<file path="src/rtl/mac_pkg.sv">
// Shared types and helpers for the MAC sequencer.
//   state_t : sequencer FSM states
//   tag_t   : {valid, last, row, col} carried alongside each issued term
//   acc_w() : accumulator width for a given operand width / inner dimension
//   idx_w() : index width for a count of entries, never below 1 bit
package mac_pkg;

    function automatic int unsigned idx_w(input int unsigned entries);
        return (entries > 1) ? $clog2(entries) : 1;
    endfunction

    function automatic int unsigned acc_w(input int unsigned data_w, input int unsigned k_max);
        return 2 * data_w + $clog2(k_max) + 1;
    endfunction

    // Default matrix limits; the tag index fields are sized from these.
    localparam int unsigned M_MAX_DEF = 4;
    localparam int unsigned N_MAX_DEF = 4;
    localparam int unsigned TAG_ROW_W = idx_w(M_MAX_DEF);
    localparam int unsigned TAG_COL_W = idx_w(N_MAX_DEF);

    typedef enum logic [1:0] {
        IDLE  = 2'd0,
        RUN   = 2'd1,
        DRAIN = 2'd2,
        DONE  = 2'd3
    } state_t;

    typedef struct packed {
        logic                 valid;
        logic                 last;
        logic [TAG_ROW_W-1:0] row;
        logic [TAG_COL_W-1:0] col;
    } tag_t;

endpackage

</file>
<file path="src/rtl/mac_seq_ctrl_tag_pipe.sv">
// Fixed-depth shift register of result tags, cleared by synchronous reset.
//   clk, rst  : clock, synchronous active-high reset
//   din       : tag entering the pipe this cycle
//   dout      : tag leaving the pipe (last stage, registered)
//   in_flight : a valid tag sits in any stage other than the last
module mac_tag_pipe
    import mac_pkg::*;
#(
    parameter int unsigned DEPTH = 3
) (
    input  logic clk,
    input  logic rst,
    input  tag_t din,
    output tag_t dout,
    output logic in_flight
);

    // Mask of every stage except the output stage.
    localparam logic [DEPTH-1:0] EARLY_MASK = {DEPTH{1'b1}} >> 1;

    tag_t             stage [DEPTH];
    logic [DEPTH-1:0] stage_vld;

    always_ff @(posedge clk) begin
        if (rst) begin
            stage[0] <= '0;
        end else begin
            stage[0] <= din;
        end
    end

    for (genvar d = 1; d < DEPTH; d++) begin : g_stage
        always_ff @(posedge clk) begin
            if (rst) begin
                stage[d] <= '0;
            end else begin
                stage[d] <= stage[d-1];
            end
        end
    end

    for (genvar d = 0; d < DEPTH; d++) begin : g_vld
        assign stage_vld[d] = stage[d].valid;
    end

    assign dout      = stage[DEPTH-1];
    assign in_flight = |(stage_vld & EARLY_MASK);

endmodule

</file>
<file path="src/rtl/mac_seq_ctrl.sv">
// Sequencer for one pipelined MAC computing C = A x B from two read-only
// operand memories; walks i/j/k (k innermost), one term per cycle.
//   start, cfg_m/k/n      : run request and dimensions (sampled with start)
//   a_rd_*, b_rd_*        : operand memory reads (1-cycle latency)
//   mac_en, mac_clear     : MAC operand-valid and accumulator-load strobes
//   acc_out / res_*       : MAC result in, tagged result out
//   busy, done, cfg_err   : run status
module mac_seq_ctrl
    import mac_pkg::*;
#(
    parameter  int unsigned DATA_W  = 16,
    parameter  int unsigned K_MAX   = 4,
    parameter  int unsigned M_MAX   = M_MAX_DEF,
    parameter  int unsigned N_MAX   = N_MAX_DEF,
    parameter  int unsigned MAC_LAT = 2,
    localparam int unsigned ACC_W   = acc_w(DATA_W, K_MAX),
    localparam int unsigned MW      = $clog2(M_MAX + 1),
    localparam int unsigned KW      = $clog2(K_MAX + 1),
    localparam int unsigned NW      = $clog2(N_MAX + 1),
    localparam int unsigned AAW     = idx_w(M_MAX * K_MAX),
    localparam int unsigned BAW     = idx_w(K_MAX * N_MAX),
    localparam int unsigned RW      = idx_w(M_MAX),
    localparam int unsigned CW      = idx_w(N_MAX)
) (
    input  logic             clk,
    input  logic             rst,
    input  logic             start,
    input  logic [MW-1:0]    cfg_m,
    input  logic [KW-1:0]    cfg_k,
    input  logic [NW-1:0]    cfg_n,
    output logic             a_rd_en,
    output logic [AAW-1:0]   a_rd_addr,
    output logic             b_rd_en,
    output logic [BAW-1:0]   b_rd_addr,
    output logic             mac_en,
    output logic             mac_clear,
    input  logic [ACC_W-1:0] acc_out,
    output logic             res_valid,
    output logic [RW-1:0]    res_row,
    output logic [CW-1:0]    res_col,
    output logic [ACC_W-1:0] res_data,
    output logic             busy,
    output logic             done,
    output logic             cfg_err
);

    // Tag leaves the pipe one memory cycle plus MAC_LAT after issue.
    localparam int unsigned PIPE_DEPTH = 1 + MAC_LAT;

    state_t         state;
    logic [MW-1:0]  m_lat;
    logic [KW-1:0]  k_lat;
    logic [NW-1:0]  n_lat;
    logic [MW-1:0]  cnt_i;
    logic [KW-1:0]  cnt_k;
    logic [NW-1:0]  cnt_j;
    logic [AAW-1:0] a_base;
    logic           cfg_ok;
    logic           k_last;
    logic           j_last;
    logic           i_last;
    logic           in_flight;
    tag_t           iss_tag;
    tag_t           out_tag;

    assign cfg_ok = (cfg_m != '0) && (cfg_m <= MW'(M_MAX)) &&
                    (cfg_k != '0) && (cfg_k <= KW'(K_MAX)) &&
                    (cfg_n != '0) && (cfg_n <= NW'(N_MAX));

    assign k_last = (cnt_k == KW'(k_lat - KW'(1)));
    assign j_last = (cnt_j == NW'(n_lat - NW'(1)));
    assign i_last = (cnt_i == MW'(m_lat - MW'(1)));

    // Tag for the term currently presented to the operand memories.
    always_comb begin
        iss_tag       = '0;
        iss_tag.valid = a_rd_en;
        iss_tag.last  = k_last;
        iss_tag.row   = TAG_ROW_W'(cnt_i);
        iss_tag.col   = TAG_COL_W'(cnt_j);
    end

    mac_tag_pipe #(
        .DEPTH (PIPE_DEPTH)
    ) u_tag_pipe (
        .clk       (clk),
        .rst       (rst),
        .din       (iss_tag),
        .dout      (out_tag),
        .in_flight (in_flight)
    );

    assign res_valid = out_tag.valid & out_tag.last;
    assign res_row   = RW'(out_tag.row);
    assign res_col   = CW'(out_tag.col);
    assign res_data  = acc_out;

    // Sequencer FSM, loop counters and incremental address generation.
    always_ff @(posedge clk) begin
        if (rst) begin
            state     <= IDLE;
            m_lat     <= '0;
            k_lat     <= '0;
            n_lat     <= '0;
            cnt_i     <= '0;
            cnt_j     <= '0;
            cnt_k     <= '0;
            a_base    <= '0;
            a_rd_en   <= 1'b0;
            b_rd_en   <= 1'b0;
            a_rd_addr <= '0;
            b_rd_addr <= '0;
            mac_en    <= 1'b0;
            mac_clear <= 1'b0;
            busy      <= 1'b0;
            done      <= 1'b0;
            cfg_err   <= 1'b0;
        end else begin
            // Memory data arrives one cycle after the read strobe.
            mac_en    <= a_rd_en;
            mac_clear <= a_rd_en && (cnt_k == '0);
            done      <= 1'b0;
            cfg_err   <= 1'b0;
            unique case (state)
                IDLE: begin
                    if (start) begin
                        if (cfg_ok) begin
                            state     <= RUN;
                            m_lat     <= cfg_m;
                            k_lat     <= cfg_k;
                            n_lat     <= cfg_n;
                            cnt_i     <= '0;
                            cnt_j     <= '0;
                            cnt_k     <= '0;
                            a_base    <= '0;
                            a_rd_en   <= 1'b1;
                            b_rd_en   <= 1'b1;
                            a_rd_addr <= '0;
                            b_rd_addr <= '0;
                            busy      <= 1'b1;
                        end else begin
                            cfg_err <= 1'b1;
                        end
                    end
                end
                RUN: begin
                    if (!k_last) begin
                        cnt_k     <= KW'(cnt_k + KW'(1));
                        a_rd_addr <= AAW'(a_rd_addr + AAW'(1));
                        b_rd_addr <= BAW'(b_rd_addr + BAW'(n_lat));
                    end else begin
                        cnt_k <= '0;
                        if (!j_last) begin
                            // Next column: restart the A row, B at (k=0, j+1).
                            cnt_j     <= NW'(cnt_j + NW'(1));
                            a_rd_addr <= a_base;
                            b_rd_addr <= BAW'(BAW'(cnt_j) + BAW'(1));
                        end else begin
                            cnt_j <= '0;
                            if (!i_last) begin
                                cnt_i     <= MW'(cnt_i + MW'(1));
                                a_base    <= AAW'(a_base + AAW'(k_lat));
                                a_rd_addr <= AAW'(a_base + AAW'(k_lat));
                                b_rd_addr <= '0;
                            end else begin
                                state     <= DRAIN;
                                cnt_i     <= '0;
                                a_base    <= '0;
                                a_rd_en   <= 1'b0;
                                b_rd_en   <= 1'b0;
                                a_rd_addr <= '0;
                                b_rd_addr <= '0;
                            end
                        end
                    end
                end
                DRAIN: begin
                    // Only the output stage may still hold a tag: it leaves this cycle.
                    if (!in_flight) begin
                        state <= DONE;
                        busy  <= 1'b0;
                        done  <= 1'b1;
                    end
                end
                DONE: begin
                    state <= IDLE;
                end
                default: begin
                    state <= IDLE;
                end
            endcase
        end
    end

endmodule

</file>
<file path="config.mk">
export PLATFORM = sky130hd
export DESIGN_NAME = mac_seq_ctrl
export DESIGN_NICKNAME = d
export VERILOG_FILES = /design/src/rtl/mac_pkg.sv /design/src/rtl/mac_seq_ctrl_tag_pipe.sv /design/src/rtl/mac_seq_ctrl.sv
export SDC_FILE = /design/constraint.sdc
export NUM_CORES = 1
export LEC_CHECK = 0
export CAP_MARGIN = 10
export CORE_ASPECT_RATIO = 1.1
export CORE_MARGIN = 4
export CORE_UTILIZATION = 25
export CTS_BUF_LIST = sky130_fd_sc_hd__clkbuf_16
export DETAILED_ROUTE_END_ITERATION = 12
export SLEW_MARGIN = 10
export SYNTH_ARGS = -nofsm -noshare
export SYNTH_HDL_FRONTEND = slang
export SYNTH_SLANG_ARGS = --single-unit
</file>
<file path="constraint.sdc">
create_clock -name clk -period 2.75 [get_ports clk]
set_input_delay 0.4125 -clock clk [delete_from_list [all_inputs] [get_ports clk]]
set_output_delay 0.4125 -clock clk [all_outputs]
set_load 0.02 [all_outputs]
</file>
==> impl_metrics.toml <==
[worst_hold_path]
min_to = "u_tag_pipe.stage[1][4]$_SDFF_PP0_"
hold_depth = 1
hp-start = "u_tag_pipe.stage[0][4]$_SDFF_PP0_"
hp-class = "flop to flop"

[synth]
synth.yosys.seq_area_share_pct = 36.1
synth_compound_area_share_pct = 20.0
synthCells = 345
synthArstFlopShare_pct = 0
synth_flop_cell = "dfxtp_1"
synth_top_family_by_area = "compound AO/OA/AOI/OAI gates"
avgSynthCellArea_sq_um = 8.85
muxShareOfSynthArea_pct = 0.328
ys_warn_count = 0
syn_area_sq_um = 3050
synth_seq_cells = 55
synth_nets = 411
synth_edf_count = 0
synth-simple-area-share_pct = 16.1
synth_xor_area_share_pct = 5.20
yosysUniqueCellTypes = 57
synth_adder_area_share_pct = 8.28

[timing]
slew_violations = 0
grt_setup_unrepaired = "false"
fin_worst_skew_ps = 5.90
final-hold-violation-count = 0
worst_pin_slew_ps = 548
post-route-min-period_ps = 2350
timing.setup.tns_ps = 0
max_freq_ghz = 0.426
relSlewSlack_pct = 63.2
fin_crit_sh_pct = 85.4
finalSetupViolCount = 0

[final_layout]
nNetsFinal = 404
area_growth_pct = 12.3
mostFrequentLayoutCells = "55 x dfxtp_1, 37 x a21oi_1, 30 x clkdlybuf4s50_1"
layout-drive-gt1-share_pct = 8.85
post-route-util_pct = 28.6
fin_area_sq_um = 3430
regArea_sq_um = 1100
diodes = 0
mostFrequentLayoutCell = "dfxtp_1"
multi_input_area_sq_um = 1520
fillers = 1296

[detailed_routing]
drt-initial-drc-count = 137
via_count = 2323
postRouteAntennaNets = 0
via_per_inst = 4.71
wl_per_cell_microns = 14.1
drt_wl_total_microns = 6940
drt_pass1_iterations = 4
drc = 0

[worst_setup_path]
worst-r2r-cell-count = 7
arrival_ps = 2570
timing.rr.start = "k_lat[0]$_SDFFE_PP0P_"
rrSetupSlack_ps = 400
worstPathRequired_ps = 2970
path_class = "flop to flop"
crit_chain = "ha_1 > fa_1 > xnor2_1 > or4_2 > o2bb2ai_1 > nand4_1 > a21oi_1"
cpPeakStageDelay_ps = 540
r2r_end = "a_base[2]$_SDFFE_PP0P_"
start_kind = "flop"
cp_max_fo = 3
cp-end-kind = "flop"
cp-startpoint = "k_lat[0]$_SDFFE_PP0P_"
slowest_stage = "or4_2"

[clock_tree]
post-cts-setup-buffers = 0
clk_pin_slew_ps = 70
cts_sinks = 55
cts_resized = 0
cts-root-buf = "clkbuf_16"
cts_tree = "done"
htreeDepth = 2
cts_buffers = 5
cts_buffer_depth = 2
clkLatencyLatePin_ps = 290
cts_hold_repair.buffers = 0

[floorplanning]
fp.dieW_microns = 113
num_rows = 42
die_h_microns = 124
io_pins = 102
placeableCoreArea_sq_um = 12000
initial_core_util_pct = 25.5
die_area_sq_um = 14000

[global_routing]
grt_pass1_vias = 2248
antenna_found_initial = 0
grt.total_usage_pct = 10.3
grt_remaining_overflow = 0
grt_pass1_wl_microns = 11600
grt_max_degree = 29

[pwr]
p_leak_nw = 1.35
ir_drop_mv = 0.246
power.density_nw_per_um2 = 563

[placement]
place.gp.congestion = 0.841
hpwl_microns = 5190
port_buffers = 31
placed_area_sq_um = 3290

[run]
drv_cap = 0

[status]
status = "finished, final reports clean"
## state kept, by name, indices dropped and copies added (netlist names)
name              count
n_lat                 3
mac_clear             1
b_rd_addr             4
done                  1
a_base                4
busy                  1
a_rd_addr             4
cnt_j                 3
cnt_i                 3
u_tag_pipe.stage     17
cfg_err               1
mac_en                1
m_lat                 3
b_rd_en               1
state                 2
k_lat                 3
cnt_k                 3
## synthesized netlist by cell type (3+ instances only)
cell type,n,area share (%)
a21o_1,6,1.5
a21oi_1,37,6.1
a31o_2,3,0.86
buf_2,3,0.49
buf_4,40,9.8
clkbuf_1,15,1.8
dfxtp_1,55,36
ha_1,17,7.0
inv_1,14,1.7
nand2_1,18,2.2
nand3_1,9,1.5
nand4_1,8,1.6
nand4b_1,3,0.86
nor2_1,17,2.1
nor2b_1,17,3.5
o211ai_1,3,0.74
o21ai_0,21,3.4
o31ai_1,3,0.74
or3_1,5,1.0
xnor2_1,7,2.0
xor2_1,3,0.86
## final cells by class
type                    instances  area share (%)
clock buffers                   5            3.65
clock inverters                 3           0.365
inverters                      15            1.64
multi-input cells             217            44.5
flip-flops and latches         55            32.1
well taps                     154            5.62
repair buffers                 44            12.1
## metrics by stage
step,hold WS (ps),total power [W],setup slack (ps),instances
global placement,416,0.00132,257,485
finish,436,0.00193,402,493
global route,449,0.00203,255,493
detailed placement,423,0.00133,175,485
floorplan,414,0.00123,697,345
CTS,439,0.00195,426,493
## per-layer routing
| layer | wire [microns] | GRT usage [%] | up-vias |
|---|---|---|---|
| met5 | 0 | 0 | - |
| met4 | 114 | 3.61 | 0 |
| met3 | 339 | 2.14 | 10 |
| met2 | 3140 | 16.6 | 74 |
| met1 | 3340 | 13.8 | 1078 |
| li1 | - | - | 1161 |
## power by group
group	total (W)	internal [W]	switching [W]
clock network	0.000613	0.000330	0.000282
registers	0.000835	0.000818	0.0000167
logic	0.000482	0.000181	0.000301
total	0.00193	0.00133	0.000600
## worst max path at each step
stage	end	depth (start not counted)
after floorplan	a_rd_addr[3]$_SDFFE_PP0P_	8
after global placement	cnt_i[1]$_SDFFE_PP0P_	7
after detailed placement	cnt_i[1]$_SDFFE_PP0P_	7
after CTS	a_base[2]$_SDFFE_PP0P_	7
after global routing	a_base[2]$_SDFFE_PP0P_	7
final	a_base[2]$_SDFFE_PP0P_	7
## critical path: cells and delay by family, from the launching register on
family | cells | cell delay [ps]
AND/OR/NAND/NOR | 2 | 690
adder cells (fa/ha/maj) | 2 | 640
AO/OA/AOI/OAI | 2 | 470
flip-flops | 1 | 350
XOR/XNOR | 1 | 130
## cell families after synthesis
group,after synthesis
xor+xnor,13
flops,55
fa+ha+maj,19
buf+inv,73
compound gates,94
mux,1
simple gates,90
Power figures use the tool's default switching activity.
==> RTL change 1, RTL diff (same settings) <==
Make the reset (`rst`) asynchronous in 3 clocked blocks. Comments in the files are not updated.
--- a/src/rtl/mac_seq_ctrl_tag_pipe.sv
+++ b/src/rtl/mac_seq_ctrl_tag_pipe.sv
@@ -21,7 +21,7 @@
     tag_t             stage [DEPTH];
     logic [DEPTH-1:0] stage_vld;
 
-    always_ff @(posedge clk) begin
+    always_ff @(posedge clk or posedge rst) begin
         if (rst) begin
             stage[0] <= '0;
         end else begin
@@ -30,7 +30,7 @@
     end
 
     for (genvar d = 1; d < DEPTH; d++) begin : g_stage
-        always_ff @(posedge clk) begin
+        always_ff @(posedge clk or posedge rst) begin
             if (rst) begin
                 stage[d] <= '0;
             end else begin
--- a/src/rtl/mac_seq_ctrl.sv
+++ b/src/rtl/mac_seq_ctrl.sv
@@ -96,7 +96,7 @@
     assign res_data  = acc_out;
 
     // Sequencer FSM, loop counters and incremental address generation.
-    always_ff @(posedge clk) begin
+    always_ff @(posedge clk or posedge rst) begin
         if (rst) begin
             state     <= IDLE;
             m_lat     <= '0;
Function: differs if rst is asserted again (counterexample within 4 cycles, from zero or initial values and one cycle with rst high); with rst held inactive, the same outputs for 10 cycles.
==> RTL change 1 against the unedited design <==
Area after synthesis down 0.78%; routed wire length down 5.6%; worst setup slack improved by 20 ps; cell area is 0.51% higher; sequential cell count did not move; count of clock-buffer cells in the layout unchanged; clock skew about the same; fmax rose by 0.87%; critical path type unchanged; largest cell class is now flip-flops and latches.
Power is not compared: it rests on default switching activity, and its combinational part moved more than twofold at a synthesized area within 25%.
==> RTL change 1: results (changes against the unedited design) <==
----------------------------------------------------
[Logic synthesis]
  Sequential-to-total area share from yosys stat ... 0.454 (was 0.361)
  Proportion of synthesized area in mux cells ... 0.0231 (was 0.00328)
  Synth Area per Inst ... 10.6 µm² (was 8.85 µm²)
  Most used standard cells in the synthesized netlist ... dfrtp_1 (55), buf_4 (40), o21ai_0 (24), nand2_1 (21), inv_1 (19) (was dfxtp_1 (55), buf_4 (40), a21oi_1 (37), o21ai_0 (21), nand2_1 (18))
  Xor and xnor area share after synthesis ... 0.0496 (was 0.0520)
  Unique masters post-synth ... 54 (was 57)
  Area contributors post-synth ... dfrtp_1 (45%), buf_4 (9.9%), ha_1 (7.0%) (was dfxtp_1 (36%), buf_4 (9.8%), ha_1 (7.0%))
  Complex-gate fraction of the synthesized area ... 0.150 (was 0.200)
  Async set-reset flop share out of synthesis ... 1.00 (was 0)

[Worst setup path]
  Critical path startpoint ... n_lat[0] (was k_lat[0])
  Largest stage delay on the critical path ... 580 ps (was 540 ps)
  Capture point of the critical path ... state[1] (was a_base[2])
  Cell with the largest stage delay on the worst path ... or3_1 (was or4_2)
  Largest delay share family, worst path ... simple AND/OR/NAND/NOR gates (unchanged)
  Data arrival time of the critical path ... 2510 ps (was 2570 ps)
  Register-to-register setup slack ... 420 ps (was 400 ps)
  Critical path peak fanout ... 10 (was 3)

[Finish]
  Layout cell share with drive strength beyond 1 ... 0.108 (was 0.0885)
  Final nets ... 353 (was 404)
  Flip-flop count of the largest register after layout ... 12 (was 17)

[Placement]
  Detailed placer's ending HPWL ... 4940 µm (was 5190 µm)
  Number of cells in the design after placement ... 430 (was 485)
  Placer Congestion ... 0.795 (was 0.841)

[Drt]
  Mean routed wirelength per cell ... 14.9 µm (was 14.1 µm)
  Total number of vias ... 2,015 (was 2,323)
  Wire length after detailed routing ... 6550 µm (was 6940 µm)
  Initial DRC count ... 81 (was 137)

[STA]
  Tightest slew margin relative to the limit ... 0.517 (was 0.632)
  Clock Skew ... 5.58 ps (was 5.90 ps)

[Clock network]
  Clock tree root buffer cell ... clkbuf_16 (unchanged)

[Pwr]
  Worst vdd rail ir drop ... 0.302 mV

[GRT]
  Via count of the first global-routing pass ... 2,074 (was 2,248)
  Aggregate global-route resource usage ... 0.0971 (was 0.103)
  Wire length of the first global-routing pass ... 10,600 µm (was 11,600 µm)
  Largest net degree at the start of global routing ... 30 (was 29)

[Status]
  Run status ... finished, final reports clean (unchanged)

----------------------------------------------------
==> RTL change 1: changes by cell type after synthesis, sizes merged, moves of 11 or more <==
cell / unedited run / this run
a21oi: 37 / 6
clkbuf: 15 / 3
dfrtp: 0 / 55
dfxtp: 55 / 0
nor2: 17 / 6
nor2b: 17 / 3
==> RTL change 1: power breakdown <==
part           switching [mW]  total, mW  internal, mW
registers               0.197       1.23          1.04
logic                    1.01       1.81         0.806
clock network           0.291      0.627         0.336
total                    1.49       3.67          2.18
==> RTL change 1: layer usage <==
metal / track usage / vias up / routed length [µm]
met1: 0.121 / 992 / 2940
li1: - / 964 / -
met3: 0.0303 / 10 / 398
met2: 0.155 / 49 / 3060
met4: 0.0436 / 0 / 146
met5: 0 / - / 0
==> RTL change 1: worst min path at each step <==
stage / from / end / slack [ps] / cells past startpoint
3_5_place_dp: u_tag_pipe.stage[12] / u_tag_pipe.stage[6] / 340 / 0
2_1_floorplan: u_tag_pipe.stage[6] / u_tag_pipe.dout[0] / 330 / 0
3_3_place_gp: u_tag_pipe.stage[10] / u_tag_pipe.dout[4] / 330 / 0
4_1_cts: u_tag_pipe.stage[12] / u_tag_pipe.stage[6] / 350 / 0
5_1_grt: u_tag_pipe.stage[14] / u_tag_pipe.stage[8] / 350 / 0
6_report: u_tag_pipe.stage[12] / u_tag_pipe.stage[6] / 350 / 0
==> RTL change 1: stage by stage <==
step / instance area [µm²] / setup WS (ps)
floorplan: 3030 / 694
global placement: 3300 / 215
detailed placement: 3300 / 159
CTS: 3440 / 414
global route: 3440 / 290
finish: 3440 / 422
==> RTL change 1: layout make-up <==
type	instances	area [µm²]
clock buffers	5	125
clock inverters	3	20.0
fillers	1186	8200
inverters	19	71.3
multi-input cells	163	1240
flip-flops and latches	55	1380
well taps	150	188
repair buffers	43	425
==> RTL change 2, RTL diff (same flow settings) <==
Without the edit above. The parameter `DATA_W` goes from 16 to 32.
--- a/src/rtl/mac_seq_ctrl.sv
+++ b/src/rtl/mac_seq_ctrl.sv
@@ -8,7 +8,7 @@
 module mac_seq_ctrl
     import mac_pkg::*;
 #(
-    parameter  int unsigned DATA_W  = 16,
+    parameter  int unsigned DATA_W  = 32,
     parameter  int unsigned K_MAX   = 4,
     parameter  int unsigned M_MAX   = M_MAX_DEF,
     parameter  int unsigned N_MAX   = N_MAX_DEF,
Interface: changed (resized acc_out and res_data); port bits go from 102 to 166. No check against the original RTL was run, so the function may have changed too.
==> RTL change 2 against the unedited design <==
Worst setup slack worse by 36 ps; utilization is 1.5 points lower; global-route usage is 0.32 points lower; area after synthesis is 7.9% higher; via count is 5.0% higher; total power is 4.9% higher; clock power is 16% higher; synthesized cell count is 9.3% higher; routed wire length is 7.1% higher; first-iteration DRC count is 42% higher; worst hold slack better by 1.7 ps; sequential cell count stayed put; cell area is 0.88% higher.
==> RTL change 2: results (changes against the unedited design) <==
----------------------------------------------------
[Status]
  Run status ... finished, final reports clean (unchanged)

[Logic synthesis]
  Post-Synth Adder-Cell Area ... 0.0767 (was 0.0828)
  Xor and xnor area share after synthesis ... 0.0483 (was 0.0520)
  Proportion of synthesized area in mux cells ... 0.00304 (was 0.00328)
  Synthesized net count ... 475 (was 411)
  Area contributors post-synth ... dfxtp_1 (33%), buf_4 (16%), ha_1 (6.5%) (was dfxtp_1 (36%), buf_4 (9.8%), ha_1 (7.0%))
  Cell with the most instances after synthesis ... buf_4 (was dfxtp_1)

[Worst setup path]
  Critical register-to-register path startpoint ... n_lat[0] (was k_lat[0])
  Cell with the largest stage delay on the worst path ... o31ai_4 (was or4_2)
  Data arrival time of the critical path ... 2600 ps (was 2570 ps)
  Largest delay share family, worst path ... compound AO/OA/AOI/OAI gates (was simple AND/OR/NAND/NOR gates)
  Critical path peak fanout ... 9 (was 3)
  Register-to-register setup slack ... 370 ps (was 400 ps)

[Drt]
  Initial DRC count ... 195 (was 137)
  Vias per Instance ... 4.92 (was 4.71)
  Wire length after detailed routing ... 7430 µm (was 6940 µm)

[GRT]
  Via count of the first global-routing pass ... 2,478 (was 2,248)
  Global routing usage on met2 ... 0.160 (was 0.166)
  Largest net degree at the start of global routing ... 34 (was 29)
  GR Util met1 ... 0.117 (was 0.138)
  Routing usage on met3 ... 0.0378 (was 0.0214)
  Aggregate global-route resource usage ... 0.0999 (was 0.103)
  Wire length of the first global-routing pass ... 12,200 µm (was 11,600 µm)

[Hold path]
  Worst Hold End ... u_tag_pipe.stage[2][4] (was u_tag_pipe.stage[1][4])
  Source of the worst hold timing path ... u_tag_pipe.stage[1][4] (was u_tag_pipe.stage[0][4])

[Placement]
  Detailed placer's ending HPWL ... 5600 µm (was 5190 µm)
  Placer Congestion ... 0.824 (was 0.841)

[Pwr]
  Static Leakage ... 1.36 nW (was 1.35 nW)
  Worst vdd rail ir drop ... 0.230 mV (was 0.246 mV)
  Net switching component of the power ... 604 µW (was 600 µW)

[STA]
  Tightest slew margin relative to the limit ... 0.523 (was 0.632)
  Tightest hold margin ... 437 ps (was 436 ps)
  Clock Skew ... 4.87 ps (was 5.90 ps)

[Finish]
  Final nets ... 436 (was 404)
  Layout cell share with drive strength beyond 1 ... 0.0914 (was 0.0885)
  Layout filler cell count ... 1,329 (was 1,296)

----------------------------------------------------
RTL change 2: cells by family (layout without fill, tap and decap cells):
family,after synthesis,in the layout
flip-flops,55,55
XOR/XNOR,13,13
adder cells (fa/ha/maj),19,19
multiplexers,1,1
buffers and inverters,105,67
AO/OA/AOI/OAI,94,94
AND/OR/NAND/NOR,90,90
RTL change 2: cell type report:
type	instances	area [µm²]	share of cell area
clock buffer	5	125	0.0362
clock inverter	3	38.8	0.0112
inverter	15	56.3	0.0163
multi-input combinational	217	1520	0.441
sequential	55	1100	0.318
tap	157	196	0.0568
timing repair buffer	44	415	0.120
RTL change 2: how the worst max path moves through the flow:
stage | endpoint | slack (ps) | depth (start not counted)
after floorplan | a_rd_addr[3] | 700 | 8
after global placement | cnt_i[1] | 300 | 7
after detailed placement | cnt_i[1] | 260 | 7
after CTS | cnt_i[1] | 350 | 7
after global routing | cnt_i[1] | 230 | 7
final | cnt_i[1] | 370 | 7
RTL change 2: metal layers:
layer	wire, µm	share of wire
met5	0	0
met4	216	0.029
met3	585	0.079
met2	3410	0.46
met1	3220	0.43
RTL change 2: through the flow:
step | worst slack, ps | cells | cell area, µm² | total power [mW] | utilization
after floorplan | 697 | 377 | 3290 | 1.29 | -
after global placement | 298 | 488 | 3290 | 1.32 | 0.258
after detailed placement | 256 | 488 | 3290 | 1.33 | 0.258
after CTS | 354 | 496 | 3460 | 2.05 | 0.271
after global routing | 230 | 496 | 3460 | 2.13 | 0.271
final | 365 | 496 | 3460 | 2.02 | 0.271
RTL change 2: power groups by stage:
stage,clock network [mW],registers (mW),logic [mW]
CTS,0.742,0.834,0.478
global route,0.766,0.838,0.526
global placement,0,0.852,0.463
finish,0.710,0.835,0.479
detailed placement,0,0.853,0.476
floorplan,0,0.857,0.437
